File: src/rtl/fifo_stream_pkg.sv
// Shared types and constants for the FIFO-to-stream adapter.
package fifo_stream_pkg;
    localparam int BUF_DEPTH = 2;
    typedef logic [1:0] occ_t;
    typedef logic [0:0] idx_t;
endpackage

File: src/rtl/fifo_stream_buf.sv
// Two-entry output buffer with head/tail indices and occupancy count.
module fifo_stream_buf
    import fifo_stream_pkg::*;
#(
    parameter int WIDTH = 8
) (
    input  logic             clk,
    input  logic             i_reset,
    input  logic             i_clear,
    input  logic             i_push,
    input  logic [WIDTH-1:0] i_push_data,
    input  logic             i_pop,
    output occ_t             o_occ,
    output logic [WIDTH-1:0] o_head_data
);
    logic [WIDTH-1:0] r_mem [BUF_DEPTH];
    idx_t             r_head;
    idx_t             r_tail;
    occ_t             r_occ;

    // Index and occupancy tracking; clear discards all buffered entries.
    always_ff @(posedge clk) begin
        if (i_reset || i_clear) begin
            r_head <= 1'b0;
            r_tail <= 1'b0;
            r_occ  <= 2'd0;
        end else begin
            if (i_push) begin
                r_tail <= r_tail + 1'b1;
            end
            if (i_pop) begin
                r_head <= r_head + 1'b1;
            end
            case ({i_push, i_pop})
                2'b10:   r_occ <= r_occ + 2'd1;
                2'b01:   r_occ <= r_occ - 2'd1;
                default: r_occ <= r_occ;
            endcase
        end
    end

    // Payload storage needs no reset; entries are only read once counted valid.
    always_ff @(posedge clk) begin
        if (i_push && !i_reset && !i_clear) begin
            r_mem[r_tail] <= i_push_data;
        end
    end

    assign o_occ       = r_occ;
    assign o_head_data = r_mem[r_head];
endmodule

File: src/rtl/fifo_stream_adapter.sv
// Converts a registered-read FIFO port into a valid/ready stream master.
// Optional counters enabled by FIFO_STREAM_ADAPTER_STATS_EN.
module fifo_stream_adapter
    import fifo_stream_pkg::*;
#(
    parameter int WIDTH = 8
) (
    input  logic             clk,
    input  logic             reset,
    input  logic             flush,
    output logic             fifo_read_en,
    input  logic [WIDTH-1:0] fifo_read_data,
    input  logic             fifo_empty,
    output logic             m_valid,
    input  logic             m_ready,
    output logic [WIDTH-1:0] m_data
`ifdef FIFO_STREAM_ADAPTER_STATS_EN
    ,
    output logic [31:0]      beat_count,
    output logic [31:0]      stall_count
`endif
);
    logic r_inflight;
    occ_t w_occ;
    logic w_pop;
    occ_t w_credit;

    fifo_stream_buf #(.WIDTH(WIDTH)) u_buf (
        .clk         (clk),
        .i_reset     (reset),
        .i_clear     (flush),
        .i_push      (r_inflight),
        .i_push_data (fifo_read_data),
        .i_pop       (w_pop),
        .o_occ       (w_occ),
        .o_head_data (m_data)
    );

    assign m_valid = !reset && (w_occ != 2'd0);
    assign w_pop   = m_valid && m_ready;
    // Slots committed after this cycle; pop implies occ>=1 so no underflow.
    assign w_credit = w_occ + {1'b0, r_inflight} - {1'b0, w_pop};

    // Issue a FIFO read only when a buffer slot is guaranteed for the returning word.
    always_comb begin
        fifo_read_en = 1'b0;
        if (!reset && !flush && !fifo_empty && (w_credit < 2'd2)) begin
            fifo_read_en = 1'b1;
        end else begin
            fifo_read_en = 1'b0;
        end
    end

    // Track the read whose data returns next cycle.
    always_ff @(posedge clk) begin
        if (reset || flush) begin
            r_inflight <= 1'b0;
        end else begin
            r_inflight <= fifo_read_en;
        end
    end

`ifdef FIFO_STREAM_ADAPTER_STATS_EN
    logic [31:0] r_beat_count;
    logic [31:0] r_stall_count;

    // Handshake and back-pressure counters; flush leaves them untouched.
    always_ff @(posedge clk) begin
        if (reset) begin
            r_beat_count  <= 32'd0;
            r_stall_count <= 32'd0;
        end else begin
            if (w_pop) begin
                r_beat_count <= r_beat_count + 32'd1;
            end
            if (m_valid && !m_ready) begin
                r_stall_count <= r_stall_count + 32'd1;
            end
        end
    end

    assign beat_count  = r_beat_count;
    assign stall_count = r_stall_count;
`endif
endmodule

File: config.mk
export PLATFORM = sky130hd
export DESIGN_NAME = fifo_stream_adapter
export DESIGN_NICKNAME = d
export VERILOG_FILES = /design/src/rtl/fifo_stream_pkg.sv /design/src/rtl/fifo_stream_buf.sv /design/src/rtl/fifo_stream_adapter.sv
export SDC_FILE = /design/constraint.sdc
export NUM_CORES = 1
export LEC_CHECK = 0
export ABC_AREA = 1
export CAP_MARGIN = 25
export CORE_MARGIN = 4
export CORE_UTILIZATION = 47
export DETAILED_ROUTE_END_ITERATION = 8
export GPL_TIMING_DRIVEN = 1
export PLACE_DENSITY = 0.73
export SLEW_MARGIN = 20
export SYNTH_ARGS = -nofsm -noshare
export SYNTH_HDL_FRONTEND = slang
export SYNTH_SLANG_ARGS = --single-unit
File: constraint.sdc
create_clock -name clk -period 1.91 [get_ports clk]
set_input_delay 0.382 -clock clk [delete_from_list [all_inputs] [get_ports clk]]
set_output_delay 0.382 -clock clk [all_outputs]
set_load 0.005 [all_outputs]
Yosys cells after proc, flatten, opt, wreduce, memory -nomap -nowiden
Memories as Yosys holds them, arrays and structs flattened. A register that Yosys moved wholly into a read port is not among the register bits. Index checks and enable logic that the tools add are counted.

Bits in registers: 5. Bits in writable memories: 16. Input port bits: 13. Output and inout port bits: 10. Memories: 1.

Memories: u_buf.r_mem (depth 2, width 8, read ports 1, clocked after memory_dff 1, wr ports 1, RTL line fifo_stream_buf.sv:16) `logic [WIDTH-1:0] r_mem [BUF_DEPTH];`.

Add/subtract/negate cells: 6. Magnitude comparators: 1. Equal/unequal tests: 2. Muxes and demuxes: 6. Reductions and logical operators: 13.

Operators with widths (number): logical AND 1 bit (7); two-way mux 1 bit (5); case mux 2 bit (2 select lines) (1); nonzero test 2 bit (2); logical NOT 1 bit (3); adder 1 bit, second input constant (2); adder 2 x 1 -> 2 bit (1); adder 2 x 1 -> 2 bit, second input constant (1); == test 2 x 1 -> 1 bit, second input constant (1); == test 2 bit, second input constant (1); < comparator 2 bit, second input constant (1); subtractor 2 x 1 -> 2 bit (1); subtractor 2 x 1 -> 2 bit, second input constant (1); logical OR 1 bit (1).

Depth between registers and ports, before layout
Depth in word-level cells: 7. Mapped depth: 10.

Modules after synthesis
From an unflattened synthesis, not the netlist that was laid out.

Cells, all modules: 80. Area total of the unflattened synthesis: 955.9 sq um.

Modules (own cells, without submodules): fifo_stream_buf (instances 1, cells each 57, area each 834.6 sq um, sequential area each 580.6 sq um); fifo_stream_adapter (instances 1, cells each 23, area each 121.4 sq um, sequential area each 20.0 sq um).

Worst setup path after synthesis
OpenSTA, ideal clock, no wires.

Kind: input -> register. From: input port flush. To: memory u_buf.r_mem[1][0], enable pin. Library setup time: 0.383 ns. Data arrival time: 1.202 ns. Slack: 0.324 ns. Stages on the path: 3. Buffers on the path: 0. Path through: nor2_2 -> inv_1 -> nor3_1.

Word-level cells in the longest chain between the ends: 4.

Ends and longest elaborated chain: from (decl) (RTL line fifo_stream_adapter.sv:10) `input logic flush,`; logical NOT 1 bit (RTL line fifo_stream_buf.sv:44) `if (i_push && !i_reset && !i_clear) begin`; logical AND 1 bit (RTL line fifo_stream_buf.sv:44); two-way mux 1 bit (RTL line fifo_stream_buf.sv:44); two-way mux 1 bit (implied by the code) (RTL line fifo_stream_buf.sv:45) `r_mem[r_tail] <= i_push_data;`; to (decl) (RTL line fifo_stream_buf.sv:16).

Every way passes these cells.

Final worst setup path
From: register u_buf.r_occ[0] (netlist: u_buf.o_occ[0]). To: output port fifo_read_en.

Word-level cells in the longest chain between the ends: 7. Elaborated cells on any way between the ends: 8. Classes of those cells: add/sub: 2; order compare: 1; mux: 1; reduce/logical: 4.

Ends and longest elaborated chain: from (decl) (RTL line fifo_stream_buf.sv:19) `occ_t r_occ;`; from (signal assigned) (RTL line fifo_stream_buf.sv:35) `2'b10: r_occ <= r_occ + 2'd1;`; from (signal assigned) (RTL line fifo_stream_buf.sv:36) `2'b01: r_occ <= r_occ - 2'd1;`; from (signal assigned) (RTL line fifo_stream_buf.sv:37) `default: r_occ <= r_occ;`; nonzero test 2 bit (RTL line fifo_stream_adapter.sv:39) `assign m_valid = !reset && (w_occ != 2'd0);`; logical AND 1 bit (RTL line fifo_stream_adapter.sv:39); logical AND 1 bit (RTL line fifo_stream_adapter.sv:40) `assign w_pop = m_valid && m_ready;`; net u_buf.i_pop (RTL line fifo_stream_buf.sv:12) `input logic i_pop,`; subtractor 2 x 1 -> 2 bit (RTL line fifo_stream_adapter.sv:42) `assign w_credit = w_occ + {1'b0, r_inflight} - {1'b0, w_pop};`; < comparator 2 bit (RTL line fifo_stream_adapter.sv:47) `if (!reset && !flush && !fifo_empty && (w_credit < 2'd2)) begin`; logical AND 1 bit (RTL line fifo_stream_adapter.sv:47); two-way mux 1 bit (RTL line fifo_stream_adapter.sv:47); to (decl) (RTL line fifo_stream_adapter.sv:11) `output logic fifo_read_en,`.

The timed path passes the listed nets, and every way through them passes these cells.

==> qor.csv <==
metric,value,unit
grt_pass1_wl,2725,um
timing.setup.tns,-0.09806,ns
drt_iter0_markers,4,
route.detailed.drc,0,
multi_input_area,301.5,sq um
fmax,0.4980,GHz
fin_skew,0.007264,ns
reg2reg_slack,0.48,ns
numCtsBuffers,3,
slowest_delay,0.34,ns
num_vias,685,
hold_class,register to register,
initial_core_util,0.5165,
yosysSeqAreaShare,0.6522,
cts_root_buf,clkbuf_4,
utilization,0.7635,
timing.rr.end,u_buf.o_occ[1],
hp-start,u_buf.r_tail,
clk_latency,0.30,ns
layoutNonFillerInstCount,143,
antenna_found_initial,0,
seq_area,606.8,sq um
cpMostUsedCell,inv_2,
cts_num_sinks,22,
crit_fanout,3,
ir_drop,490.0,uV
path_delay_family,simple AND/OR/NAND/NOR gates,
grt_pass1_vias,676,
synth_nets,94,
grt.total_usage,0.1408,
yosysWarnings,0,
power_density,679.7,nW/um^2
routedWlPerCell,12.29,um
synth_area_per_cell,11.66,sq um
cp.arrival,1.63,ns
drive_gt1_frac,0.3644,
reg2reg_depth,11,
crit_chain,"inv_2, nand2_2, nand3_2, inv_2, ha_4, or2_4, a21oi_2, nor2_2, buf_2",
io_buffers,22,
synth_cell_type_count,18,
design.core.area,1783,sq um
routed_wl,1757,um
hold_violations,0,
gp_congestion,0.6952,
final_cell_mix,"edfxtp_1, buf_4, clkdlybuf4s50_1",
maxSlewViolCount,0,
worstReg2RegStart,u_buf.o_occ[0],
n_antenna_cell,0,
required,1.53,ns
cts_buffer_depth,2,
path_class,register to primary output,
p_leak,0.0005773,uW
crit_path_top_delay_cell,dfxtp_2,
cts_tree,built,
htreeDepth,1,
slew_headroom,0.8898,
syn_to_final_growth,47.83,%
num_io_pins,23,
setup_slack,-0.09806,ns
synth.cell_area,920.9,sq um
antenna_left,0,
cts.clk_slew.worst_paths,0.12,ns
n_fill_cell,120,
power,925.3,uW
final_common_cell,edfxtp_1,
violations,negative setup slack,
drtPass1Iterations,4,
setup_viol,1,
dp_hpwl,1267,um
grt_max_degree,14,
holdPathStages,2,
critPathLaunchType,register,
grt-ovfl-total,0,
status,"complete, but fails checks",
die-area,2732,sq um
die_h,52.27,um
tightest_slew,0.1635,ns
period_needed,2.008,ns
via_per_inst,4.790,
synthesis.instances,79,
period_share,1.051,
drv_cap,0,
die_x,52.27,um
rows,15,
grt_setup_unrepaired,yes,
min_to,u_buf.r_tail,
crit_path_end_kind,primary output,
crit_buf_inv,3,
layout.nets,134,
ys_ff_latch,22,
placed_cells,135,
timing repair:
action,in CTS,in global routing
endpoints found under the setup margin,10,7
buffers inserted,2,2
resized for setup,18,9
hold buffers,0,0
pin swaps,2,3
worst min-delay path, stage by stage, from the launching register on:
cell and delay (ns):
dfxtp_1 0.34, nand2_1 0.06, a21oi_1 0.06
power by group:
part | leakage [uW] | switching (uW) | total [uW] | internal (uW)
combinational | 0.000355 | 25.0 | 63.7 | 38.7
sequential | 0.000195 | 2.21 | 516 | 514
clock | 0.0000279 | 133 | 345 | 212
state kept, by name, indices dropped and copies added, names as in the netlist, named ones only:
signal,count
u_buf.r_mem,16
u_buf.o_occ,2
u_buf.r_head,1
u_buf.r_tail,1
r_inflight,1
Yosys cell counts (all sizes together):
library cell	number	share of area
nand2	12	0.052
inv	12	0.049
buf	1	0.0054
a21oi	4	0.022
nand3	2	0.016
edfxtp	16	0.52
or2	1	0.0068
ha	2	0.027
nand4	2	0.014
o21ai	1	0.0054
nor3	1	0.0054
mux2	8	0.098
nor2	11	0.048
dfxtp	6	0.13
how the worst max path moves through the flow:
stage / start / end / slack [ns] / cells past startpoint
2_1_floorplan: flush / u_buf.r_mem[1][0] / 0.32 / 3
3_3_place_gp: reset / fifo_read_en / -0.62 / 10
3_5_place_dp: reset / fifo_read_en / -0.64 / 10
4_1_cts: u_buf.o_occ[0] / fifo_read_en / -0.10 / 9
5_1_grt: u_buf.o_occ[0] / fifo_read_en / -0.21 / 11
6_report: u_buf.o_occ[0] / fifo_read_en / -0.1 / 9
kinds of logic (layout without fill, tap and decap cells):
logic type               count (synthesis)  count (layout)  share of synthesized area
AO/OA/AOI/OAI                            5               5                    0.02717
multiplexers                             8               8                    0.09783
adder cells (fa/ha/maj)                  2               2                    0.02717
AND/OR/NAND/NOR                         29              29                     0.1413
flip-flops                              22              22                     0.6522
buffers and inverters                   13              52                    0.05434
metal layers:
layer / GRT usage / vias up / routed length (um)
li1: - / 341 / -
met1: 0.1366 / 329 / 674
met2: 0.2720 / 13 / 972
met3: 0.04558 / 2 / 100
met4: 0.05106 / 0 / 10
met5: 0 / - / 0
final cells by class:
cell class                 count  area share
clock buffer                   3     0.01654
inverter                      12     0.03309
clock inverter                 1     0.02206
multi-input combinational     44      0.2215
timing repair buffer          36      0.2381
sequential                    22      0.4458
tap                           25     0.02298
per-stage QoR:
step | hold slack [ns] | worst slack (ns) | area (sq um)
after floorplan | 0.4436 | 0.3245 | 920.9
after global placement | 0.4487 | -0.6177 | 1242
after CTS | 0.5045 | -0.1032 | 1321
final | 0.5008 | -0.09806 | 1361
after global routing | 0.5323 | -0.2058 | 1361
after detailed placement | 0.4861 | -0.6440 | 1242
(Power assumes the default switching activity.)
